--- src/rtl/ifu_pkg.sv ---
// Shared types and defaults for the instruction-fetch unit.
package ifu_pkg;

  localparam int unsigned XLEN_DEF = 32;
  localparam logic [XLEN_DEF-1:0] RESET_PC_DEF = 32'h8000_0000;
  localparam int unsigned PC_STEP = 4;

  // One fetch-queue slot: address issued, returned word, and whether the word has arrived.
  typedef struct packed {
    logic [XLEN_DEF-1:0] pc;
    logic [31:0]         instr;
    logic                filled;
  } fetch_entry_t;

endpackage

--- src/rtl/fetch_queue.sv ---
// In-order fetch buffer: entries are allocated at request time, filled oldest-first as
// responses return, and popped from the head once filled.
module fetch_queue
  import ifu_pkg::*;
#(
  parameter int unsigned DEPTH = 2
) (
  input  logic                clk_i,
  input  logic                rst_ni,
  input  logic                clear_i,
  input  logic                alloc_i,
  input  logic [XLEN_DEF-1:0] alloc_pc_i,
  input  logic                fill_i,
  input  logic [31:0]         fill_data_i,
  input  logic                pop_i,
  output logic                full_o,
  output logic                empty_o,
  output logic                has_unfilled_o,
  output fetch_entry_t        head_o
);

  localparam int unsigned PtrW = (DEPTH > 1) ? $clog2(DEPTH) : 1;
  localparam int unsigned CntW = $clog2(DEPTH + 1);

  fetch_entry_t    mem_q [DEPTH];
  logic [PtrW-1:0] rd_ptr_q, wr_ptr_q;
  logic [CntW-1:0] cnt_q, nfilled_q;
  logic [PtrW-1:0] fill_ptr;

  // Filled entries are always a contiguous run starting at the head, so the oldest
  // unfilled slot sits nfilled places past the read pointer.
  always_comb begin
    fill_ptr       = rd_ptr_q + PtrW'(nfilled_q);
    full_o         = (cnt_q == CntW'(DEPTH));
    empty_o        = (cnt_q == '0);
    has_unfilled_o = (cnt_q != nfilled_q);
    head_o         = mem_q[rd_ptr_q];
  end

  // Queue storage and pointers; clear discards every entry in one cycle.
  always_ff @(posedge clk_i) begin
    if (!rst_ni) begin
      rd_ptr_q  <= '0;
      wr_ptr_q  <= '0;
      cnt_q     <= '0;
      nfilled_q <= '0;
      for (int i = 0; i < DEPTH; i++) begin
        mem_q[i] <= '0;
      end
    end else if (clear_i) begin
      rd_ptr_q  <= '0;
      wr_ptr_q  <= '0;
      cnt_q     <= '0;
      nfilled_q <= '0;
    end else begin
      if (alloc_i) begin
        mem_q[wr_ptr_q] <= '{pc: alloc_pc_i, instr: 32'h0, filled: 1'b0};
        wr_ptr_q        <= wr_ptr_q + PtrW'(1);
      end
      if (fill_i) begin
        mem_q[fill_ptr].instr  <= fill_data_i;
        mem_q[fill_ptr].filled <= 1'b1;
      end
      if (pop_i) begin
        rd_ptr_q <= rd_ptr_q + PtrW'(1);
      end
      cnt_q     <= cnt_q + CntW'(alloc_i) - CntW'(pop_i);
      nfilled_q <= nfilled_q + CntW'(fill_i) - CntW'(pop_i);
    end
  end

  // Only filled heads may leave, and fills need a waiting slot.
  a_pop_filled : assert property (@(posedge clk_i) disable iff (!rst_ni)
    (pop_i && !clear_i) |-> (!empty_o && head_o.filled));
  a_fill_slot : assert property (@(posedge clk_i) disable iff (!rst_ni)
    (fill_i && !clear_i) |-> has_unfilled_o);

endmodule

--- src/rtl/if_stage.sv ---
// Instruction-fetch stage: owns the fetch PC, issues in-order memory requests, tracks
// in-flight and to-be-dropped responses, and presents buffered {pc, instr} to ID.
// The queue entry type is sized by ifu_pkg::XLEN_DEF, so XLEN must match it.
module if_stage
  import ifu_pkg::*;
#(
  parameter int unsigned          XLEN     = XLEN_DEF,
  parameter logic [XLEN-1:0]      RESET_PC = RESET_PC_DEF,
  parameter int unsigned          DEPTH    = 2
) (
  input  logic            clk_i,
  input  logic            rst_ni,
  input  logic            flush_if_i,
  input  logic [XLEN-1:0] redirect_pc_i,
  output logic            imem_req_valid_o,
  input  logic            imem_req_ready_i,
  output logic [XLEN-1:0] imem_req_addr_o,
  input  logic            imem_rsp_valid_i,
  input  logic [31:0]     imem_rsp_data_i,
  output logic            id_valid_o,
  input  logic            id_ready_i,
  output logic [XLEN-1:0] id_pc_o,
  output logic [31:0]     id_instr_o
);

  localparam int unsigned CntW = $clog2(DEPTH + 1);

  logic [XLEN-1:0] pc_q, pc_d;
  logic [CntW-1:0] outstanding_q, outstanding_d;
  logic [CntW-1:0] drop_cnt_q, drop_cnt_d;

  logic         req_fire, rsp_drop, rsp_fill, id_fire;
  logic         q_full, q_empty, q_has_unfilled;
  fetch_entry_t q_head;

  fetch_queue #(
    .DEPTH (DEPTH)
  ) u_fetch_queue (
    .clk_i          (clk_i),
    .rst_ni         (rst_ni),
    .clear_i        (flush_if_i),
    .alloc_i        (req_fire),
    .alloc_pc_i     (pc_q),
    .fill_i         (rsp_fill),
    .fill_data_i    (imem_rsp_data_i),
    .pop_i          (id_fire),
    .full_o         (q_full),
    .empty_o        (q_empty),
    .has_unfilled_o (q_has_unfilled),
    .head_o         (q_head)
  );

  // Handshake glue; nothing is offered to memory or ID while flushing or held in reset.
  always_comb begin
    imem_req_addr_o  = pc_q;
    imem_req_valid_o = rst_ni && !flush_if_i && !q_full && (outstanding_q < CntW'(DEPTH));
    req_fire         = imem_req_valid_o && imem_req_ready_i;
    rsp_drop         = imem_rsp_valid_i && (drop_cnt_q != '0);
    rsp_fill         = imem_rsp_valid_i && (drop_cnt_q == '0) && !flush_if_i;
    id_valid_o       = rst_ni && !q_empty && q_head.filled && !flush_if_i;
    id_fire          = id_valid_o && id_ready_i;
    id_pc_o          = q_head.pc;
    id_instr_o       = q_head.instr;
  end

  // Next PC and counters.
  always_comb begin
    pc_d          = pc_q;
    outstanding_d = outstanding_q + CntW'(req_fire) - CntW'(imem_rsp_valid_i);
    drop_cnt_d    = drop_cnt_q;
    if (flush_if_i) begin
      // Redirect target is forced word-aligned.
      pc_d       = redirect_pc_i & ~XLEN'(3);
      // Every response still in flight after this cycle belongs to the old path.
      drop_cnt_d = outstanding_q - CntW'(imem_rsp_valid_i);
    end else begin
      if (req_fire) begin
        pc_d = pc_q + XLEN'(PC_STEP);
      end
      if (rsp_drop) begin
        drop_cnt_d = drop_cnt_q - CntW'(1);
      end
    end
  end

  // State registers with synchronous reset.
  always_ff @(posedge clk_i) begin
    if (!rst_ni) begin
      pc_q          <= RESET_PC;
      outstanding_q <= '0;
      drop_cnt_q    <= '0;
    end else begin
      pc_q          <= pc_d;
      outstanding_q <= outstanding_d;
      drop_cnt_q    <= drop_cnt_d;
    end
  end

  // A response must either be dropped or land in a waiting slot.
  a_rsp_has_home : assert property (@(posedge clk_i) disable iff (!rst_ni)
    imem_rsp_valid_i |-> ((drop_cnt_q != '0) || q_has_unfilled));
  a_outstanding_bound : assert property (@(posedge clk_i) disable iff (!rst_ni)
    outstanding_q <= CntW'(DEPTH));

endmodule

--- config.mk ---
export PLATFORM = sky130hd
export DESIGN_NAME = if_stage
export DESIGN_NICKNAME = d
export VERILOG_FILES = /design/src/rtl/ifu_pkg.sv /design/src/rtl/fetch_queue.sv /design/src/rtl/if_stage.sv
export SDC_FILE = /design/constraint.sdc
export NUM_CORES = 1
export LEC_CHECK = 0
export CAP_MARGIN = 0
export CORE_MARGIN = 2
export CORE_UTILIZATION = 45
export CTS_CLUSTER_DIAMETER = 100
export DETAILED_ROUTE_END_ITERATION = 12
export PLACE_DENSITY = 0.83
export SYNTH_ARGS = -nofsm -noshare
export SYNTH_HDL_FRONTEND = slang
export SYNTH_SLANG_ARGS = --single-unit
--- constraint.sdc ---
create_clock -name clk_i -period 6.75 [get_ports clk_i]
set_clock_uncertainty 0.05 [all_clocks]
set_input_delay 0.675 -clock clk_i [delete_from_list [all_inputs] [get_ports clk_i]]
set_output_delay 0.675 -clock clk_i [all_outputs]
set_load 0.01 [all_outputs]
==> results_dict.tcl, run 1 <==
set metrics [dict create \
    gp_congestion 0.884 \
    p_comb_share_pct 11.8 \
    maxSlewHeadroom_pct 28.6 \
    final_cell_mix "clkdlybuf4s50_1 (161), edfxtp_1 (124), and2_1 (97), mux2_2 (65), dfxtp_1 (41)" \
    p_int_mw 1.85 \
    synth_seq_cells 166 \
    via_count 5629 \
    drt-vias-per-instance 5.42 \
    antenna_left 0 \
    grt_pass1_wl_um 28500 \
    mostFrequentLayoutCell "clkdlybuf4s50_1" \
    area_delta_synth_final_pct 29.7 \
    ir_worst_vdd_v 0.000171 \
    nets 877 \
    async_reset_ff_share_pct 0 \
    clockBufferDepth 2 \
    p_sw_uw 555 \
    antenna_cells 0 \
    setup_viol 0 \
    status "finished clean" \
    seq_power_share_pct 49.6 \
    synth_edf_count 124 \
    cts_tree "yes" \
    worst_hold_slack_ps 453 \
    netlist_area_um2 7920 \
    post_cts_buffers 0 \
    hpwlAfterDp_um 12400 \
    drive_above_1_share_pct 16.0 \
    cts_repair_resize_count 0 \
    drc 0 \
    die-height_um 137 \
    routed_wl_um 18500 \
    period_minus_slack_ps 3750 \
    leakage_nw 3.90 \
    portBuffers 161 \
    synthCells 649 \
    ys_types 72 \
    worst_slew_pin_slew_ps 1070 \
    root_buffer "clkbuf_16" \
    arrival_ps 3770 \
    critPathLaunchType "input pin" \
    hold_class "register to register" \
    core_um2 17200 \
    yosysWarnings 0 \
    synth_area_per_cell_um2 12.2 \
    grt_overflow 0 \
    seq_area_frac_synth_pct 57.7 \
    die-area_um2 18700 \
    period_share_pct 55.6 \
    required_ps 6760 \
    slew_violations 0 \
    cp_max_fo 45 \
    die_w_um 137 \
    grt_max_degree 46 \
    num_rows 48 \
    grt_pass1_vias 5464 \
    clock_sinks 166 \
    synthFlopType "edfxtp_1" \
    boundaryPins 168 \
    clk_latency_ps 420 \
    clk_pin_slew_ps 60 \
    firstDrtPassIters 5 \
    grtUsageTotal_pct 20.1 \
    cellPowerDensity_nw_per_um2 234 \
    cts_buffers 17 \
    finalHoldViolations 0 \
    finalSetupTns_ps 0 \
    pwr-share-clk_pct 38.5 \
    crit_type "input pin to register" \
    rsz0062_at_grt "false" \
    maxCapViolations 0 \
    drtIter0Drc 391 \
    timing.fmax_ghz 0.266 \
    cts-htree-levels 4 \
    holdBufCountCts 0 \
    worstSetupEndpointType "register" \
    start_util_pct 45.9 \
    antenna_found_initial 0 \
    wl_per_cell_um 17.9 \
    swShare_pct 23.1 \
]
==> cells in the mapped netlist (all sizes together) (7+ instances only) <==
library cell	instances	area share, %
a21oi	10	0.63
and2	100	7.9
and3	34	2.7
buf	12	1.1
clkbuf	30	1.5
dfxtp	42	11
edfxtp	124	47
ha	7	1.1
inv	14	0.66
mux2	65	9.2
nand2	41	2.1
nand3	15	1.1
nand4	15	1.5
nor2	34	1.6
nor3	9	0.77
o21ai	9	0.57
xnor2	11	1.2
xor2	7	0.77
==> state kept, by name, indices dropped and copies added, names as in the netlist, named ones only <==
name / flops
drop_cnt_q: 2
imem_req_addr_o: 30
outstanding_q: 2
u_fetch_queue.cnt_q: 2
u_fetch_queue.mem_q: 126
u_fetch_queue.nfilled_q: 1
u_fetch_queue.rd_ptr_q: 1
u_fetch_queue.wr_ptr_q: 1
==> power groups by stage <==
| stage | registers (mW) | clock network (mW) | logic (mW) |
|---|---|---|---|
| finish | 1.19 | 0.927 | 0.285 |
| global route | 1.20 | 0.979 | 0.309 |
| CTS | 1.19 | 0.939 | 0.288 |
| detailed placement | 1.22 | 0 | 0.286 |
| global placement | 1.21 | 0 | 0.282 |
| floorplan | 1.21 | 0 | 0.134 |
==> layout make-up <==
type / count / area [µm²]
fill: 1380 / 6970
sequential: 166 / 4570
multi-input combinational: 430 / 3120
timing repair buffer: 171 / 1690
clock buffer: 18 / 429
tap: 225 / 282
clock inverter: 14 / 134
inverter: 14 / 52.6
==> critical path, stage by stage <==
cell and delay, ps:
clkdlybuf4s50_1 450, buf_4 260, and4bb_1 250, nand2_1 340
inv_2 690, nand2_1 360, nand2_1 190, or2_1 110
buf_4 390
==> per-layer routing <==
metal	share of wire [%]	track usage (%)	routed length, µm	vias up
met4	2.3	8.74	419	0
li1	-	-	-	2648
met1	42	25.4	7760	2751
met3	6.7	4.85	1240	26
met2	49	33.1	9120	204
met5	0	0	0	-
==> logic make-up (layout without fill, tap and decap cells) <==
| logic type | after synthesis | count (layout) | synth area share, % |
|---|---|---|---|
| simple gates | 268 | 268 | 20.1 |
| mux | 68 | 68 | 9.63 |
| fa+ha+maj | 7 | 7 | 1.11 |
| xor+xnor | 18 | 18 | 1.99 |
| other cells | 1 | 4 | 0.0474 |
| compound gates | 65 | 65 | 6.17 |
| buf+inv | 56 | 217 | 3.26 |
| flops | 166 | 166 | 57.7 |
==> metrics by stage <==
step	worst slack [ps]	power, mW	instances	instance area, µm²	utilization (%)
final	3000	2.41	1038	10300	59.6
after global routing	2670	2.49	1038	10300	59.6
after CTS	3020	2.42	1038	10300	59.6
after detailed placement	2580	1.50	1006	9700	56.3
after global placement	2610	1.49	1006	9700	56.3
after floorplan	3270	1.34	652	7930	-
==> worst paths after layout <==
path | startpoint | to | depth (start not counted) | slack (ps)
max | rst_ni | u_fetch_queue.mem_q[1][27]$_SDFFCE_PN0P_ | 9 | 3000
min | u_fetch_queue.mem_q[0][0]$_SDFFE_PP1P_ | u_fetch_queue.mem_q[0][0]$_SDFFE_PP1P_ | 1 | 450
max reg2reg | outstanding_q[1]$_SDFF_PN0_ | u_fetch_queue.mem_q[1][27]$_SDFFCE_PN0P_ | 7 | 3560
min reg2reg | u_fetch_queue.mem_q[0][0]$_SDFFE_PP1P_ | u_fetch_queue.mem_q[0][0]$_SDFFE_PP1P_ | 1 | 450
Note: power is estimated with default switching activity, not from simulation.
==> inputs of run 2 (changes only) <==
Clock period 6.75 ns to 3.61 ns, I/O delays scaled along.
==> results_dict.tcl, run 2 (synthesis gave the netlist of run 1 again) <==
set metrics [dict create \
    status "finished clean" \
    antenna_found_initial 0 \
    cp_max_fo 32 \
    crit_buf_inv 2 \
    grt_pass1_wl_um 29100 \
    cts_buffers 17 \
    slowest_stage "dfxtp_2" \
    core_um2 17200 \
    hold_start "u_fetch_queue.mem_q[0][0]$_SDFFE_PP1P_" \
    cts_repair_resize_count 0 \
    firstDrtPassIters 5 \
    mostFrequentLayoutCell "clkdlybuf4s50_1" \
    drc 0 \
    grt_overflow 0 \
    gp_congestion 0.918 \
    cp_cell_sequence "buf_4, mux2_2, clkdlybuf4s50_1" \
    setup_viol 0 \
    cts-htree-levels 4 \
    critPathLaunchType "register" \
    finalSetupTns_ps 0 \
    required_ps 3200 \
    post_cts_buffers 0 \
    dpl.cell_count 1013 \
    finalHoldViolations 0 \
    drtIter0Drc 483 \
    boundaryPins 168 \
    largest_register "u_fetch_queue.mem_q" \
    crit_type "register to output port" \
    grtUsageTotal_pct 20.6 \
    timing.fmax_ghz 0.358 \
    clk_pin_slew_ps 60 \
    arrival_ps 2380 \
    die-area_um2 18700 \
    area_delta_synth_final_pct 30.6 \
    portBuffers 161 \
    period_minus_slack_ps 2790 \
    clk_latency_ps 420 \
    holdBufCountCts 0 \
    clockBufferDepth 2 \
    cpPeakStageDelay_ps 570 \
    slew_violations 0 \
    via_count 5676 \
    num_rows 48 \
    pwr-share-clk_pct 39.2 \
    grt_max_degree 44 \
    die-height_um 137 \
    routed_wl_um 18900 \
    largest_reg_flops 126 \
    cellPowerDensity_nw_per_um2 441 \
    grt_pass1_vias 5483 \
    drive_above_1_share_pct 16.2 \
    cp_top_family "buffers and inverters" \
    antenna_left 0 \
    antenna_cells 0 \
    final_cell_mix "clkdlybuf4s50_1 (161), edfxtp_1 (124), and2_1 (97), mux2_2 (65), dfxtp_1 (41)" \
    worst_hold_slack_ps 438 \
    cts_tree "yes" \
    p_int_mw 3.56 \
    clock_sinks 166 \
    fin_util_pct 60.0 \
    leakage_nw 3.94 \
    maxCapViolations 0 \
    worst_slew_pin_slew_ps 697 \
    worstSetupEndpointType "output port" \
    seq_power_share_pct 48.9 \
    die_w_um 137 \
    p_sw_mw 1.01 \
    finalPower_mw 4.56 \
    swShare_pct 22.1 \
    maxSlewHeadroom_pct 53.5 \
    rsz0062_at_grt "false" \
    fillCellCount 1389 \
    period_share_pct 77.3 \
    start_util_pct 45.9 \
    fin_cells 1045 \
    p_comb_share_pct 11.9 \
    hpwlAfterDp_um 12700 \
    wl_per_cell_um 18.1 \
    hold_class "register to register" \
    root_buffer "clkbuf_16" \
    drt-vias-per-instance 5.43 \
    nets 884 \
    ir_worst_vdd_v 0.000342 \
]
==> run 2: changes by cell type in the layout (fill, tap and decap cells not counted) <==
cell,change
clkinv_1,+1
inv_6,-1
clkbuf_8,+1
bufinv_16,+1
clkinv_2,-3
buf_4,+7
clkinvlp_4,-2
clkbuf_1,+3
==> run 2: final timing paths <==
kind	to	slack [ps]	cells after the start
setup reg to reg	u_fetch_queue.cnt_q[1]$_SDFF_PP0_	1380	9
hold reg to reg	u_fetch_queue.mem_q[0][0]$_SDFFE_PP1P_	440	1
setup / recovery	id_instr_o[22]	820	3
hold / removal	u_fetch_queue.mem_q[0][0]$_SDFFE_PP1P_	440	1
==> run 2: layer usage <==
layer | up-vias | global-route usage (%) | routed length (µm)
li1 | 2668 | - | -
met1 | 2749 | 26.6 | 7990
met2 | 224 | 34.3 | 9360
met3 | 35 | 3.93 | 1150
met4 | 0 | 7.70 | 429
met5 | - | 0 | 0
==> run 2: through the flow <==
step           cell area, µm²  worst slack (ps)
3_3_place_gp             9760              1000
3_5_place_dp             9760               984
4_1_cts                 10300               772
5_1_grt                 10300               720
2_1_floorplan            7930               443
6_report                10300               820
==> run 2: layout make-up <==
class                           instances  area, µm²  area share (%)
Clock buffer                           22        454            4.39
Sequential cell                       166       4570            44.2
Multi-Input combinational cell        430       3120            30.1
Tap cell                              225        282            2.72
Timing Repair Buffer                  178       1740            16.8
Clock inverter                         10        129            1.25
Inverter                               14       52.6           0.508
==> run 2: power groups by stage <==
| stage | combinational [mW] | sequential [mW] | clock [mW] |
|---|---|---|---|
| 2_1_floorplan | 0.251 | 2.26 | 0 |
| 5_1_grt | 0.589 | 2.24 | 1.89 |
| 4_1_cts | 0.548 | 2.23 | 1.81 |
| 6_report | 0.543 | 2.23 | 1.79 |
| 3_3_place_gp | 0.537 | 2.26 | 0 |
| 3_5_place_dp | 0.544 | 2.27 | 0 |
==> inputs of run 3 (changes only) <==
Settings changed: PLACE_DENSITY 0.83 to 0.86.
Clock period 3.61 ns to 2.4 ns, I/O delays scaled along.
==> results_dict.tcl, run 3 (synthesis gave the netlist of run 1 again) <==
set metrics [dict create \
    cts_repair_resize_count 0 \
    seq_power_share_pct 48.9 \
    final_cell_mix "clkdlybuf4s50_1 (161), edfxtp_1 (124), and2_1 (97), mux2_2 (65), dfxtp_1 (41)" \
    drc 0 \
    portBuffers 161 \
    cts_buffers 17 \
    die_w_um 137 \
    mostFrequentLayoutCell "clkdlybuf4s50_1" \
    hpwlAfterDp_um 13000 \
    ir_worst_vdd_v 0.000532 \
    period_share_pct 95.8 \
    required_ps 2110 \
    arrival_ps 2010 \
    drtIter0Drc 511 \
    finalHoldViolations 0 \
    fin_util_pct 60.8 \
    r2r-end "imem_req_addr_o[24]$_SDFFE_PN0P_" \
    p_comb_share_pct 12.3 \
    holdBufCountCts 0 \
    layout_setup_ws_ps 101 \
    drt-vias-per-instance 5.38 \
    hold_class "input pin to register" \
    root_buffer "clkbuf_16" \
    grtUsageTotal_pct 20.7 \
    period_minus_slack_ps 2300 \
    crit_type "register to output port" \
    start_util_pct 45.9 \
    largest_reg_flops 126 \
    worst_slew_pin_slew_ps 574 \
    clock_sinks 166 \
    dpl_cell_area_um2 9900 \
    cts-htree-levels 4 \
    rr_worst_depth 6 \
    post_cts_buffers 0 \
    routed_wl_um 19000 \
    leakage_nw 4.02 \
    cts_tree "yes" \
    area_delta_synth_final_pct 32.3 \
    clockBufferDepth 2 \
    grt_max_degree 51 \
    wl_per_cell_um 18.1 \
    maxSlewHeadroom_pct 61.5 \
    status "finished clean" \
    rsz0062_at_grt "false" \
    grt_overflow 0 \
    core_um2 17200 \
    nets 893 \
    firstDrtPassIters 5 \
    antenna_left 0 \
    antenna_cells 0 \
    timing.fmax_ghz 0.435 \
    clk_latency_ps 420 \
    die-height_um 137 \
    cp_max_fo 50 \
    maxCapViolations 0 \
    critPathCapture "id_pc_o[13]" \
    p_int_mw 5.25 \
    antenna_found_initial 0 \
    dp_slack_ps 69.4 \
    clk_pin_slew_ps 60 \
    pwr-share-clk_pct 38.8 \
    die-area_um2 18700 \
    critPathLaunchType "register" \
    largest_register "u_fetch_queue.mem_q" \
    setup_viol 0 \
    finalSetupTns_ps 0 \
    p_sw_mw 1.61 \
    num_rows 48 \
    swShare_pct 23.5 \
    grt_pass1_vias 5619 \
    via_count 5672 \
    drive_above_1_share_pct 18.2 \
    reg2reg_slack_ps 370 \
    final_cell_area_um2 10500 \
    cellPowerDensity_nw_per_um2 655 \
    slew_violations 0 \
    gp_congestion 0.889 \
    r2r_start "imem_req_addr_o[2]$_SDFFE_PN0P_" \
    worstSetupEndpointType "output port" \
    grt_pass1_wl_um 29200 \
    boundaryPins 168 \
]
[run 3: changes by cell type in the layout (fill, tap and decap cells not counted), moves of 3 or more]
cell      before  now
clkinv_2       0    4
clkinv_1       4    1
buf_12         0    5
clkbuf_1       4    0
buf_4         17   21
clkinv_4       0    3
[run 3: worst min-delay path by stage]
stage / startpoint / to / slack [ps] / depth (start not counted)
floorplan: redirect_pc_i[26] / imem_req_addr_o[26]$_SDFFE_PN0P_ / 300 / 1
global placement: u_fetch_queue.mem_q[0][0]$_SDFFE_PP1P_ / u_fetch_queue.mem_q[0][0]$_SDFFE_PP1P_ / 420 / 1
detailed placement: u_fetch_queue.mem_q[0][0]$_SDFFE_PP1P_ / u_fetch_queue.mem_q[0][0]$_SDFFE_PP1P_ / 430 / 1
CTS: redirect_pc_i[23] / imem_req_addr_o[23]$_SDFFE_PN0P_ / 320 / 3
global route: redirect_pc_i[26] / imem_req_addr_o[26]$_SDFFE_PN0P_ / 350 / 2
finish: redirect_pc_i[23] / imem_req_addr_o[23]$_SDFFE_PN0P_ / 330 / 3
[run 3: through the flow]
stage	total power [mW]	hold slack [ps]	std cells
3_5_place_dp	4.26	428	1022
6_report	6.86	333	1054
3_3_place_gp	4.23	419	1022
2_1_floorplan	3.78	300	652
4_1_cts	6.90	324	1054
5_1_grt	7.10	349	1054
[run 3: worst max-delay path, cell delays in order (launching register included)]
cell,delay (ps)
dfxtp_2,370
buf_12,280
mux2_2,410
clkdlybuf4s50_1,480
[run 3: power by group through the flow]
stage | Sequential [mW] | Combinational [mW] | Clock (mW)
finish | 3.36 | 0.841 | 2.66
floorplan | 3.40 | 0.379 | 0
detailed placement | 3.42 | 0.841 | 0
global route | 3.38 | 0.908 | 2.82
CTS | 3.36 | 0.849 | 2.70
global placement | 3.40 | 0.829 | 0
[run 3: final cells by class]
type | instances | area [µm²]
Fill cell | 1319 | 6760
Sequential cell | 166 | 4570
Inverter | 14 | 52.6
Timing Repair Buffer | 187 | 1870
Multi-Input combinational cell | 430 | 3130
Clock inverter | 15 | 154
Clock buffer | 17 | 425
Tap cell | 225 | 282
[run 3: per-layer routing]
layer | GRT usage [%] | part of all wire [%]
met5 | 0 | 0
met4 | 8.85 | 2.9
met3 | 4.96 | 6.1
met1 | 26.3 | 41
met2 | 33.9 | 50
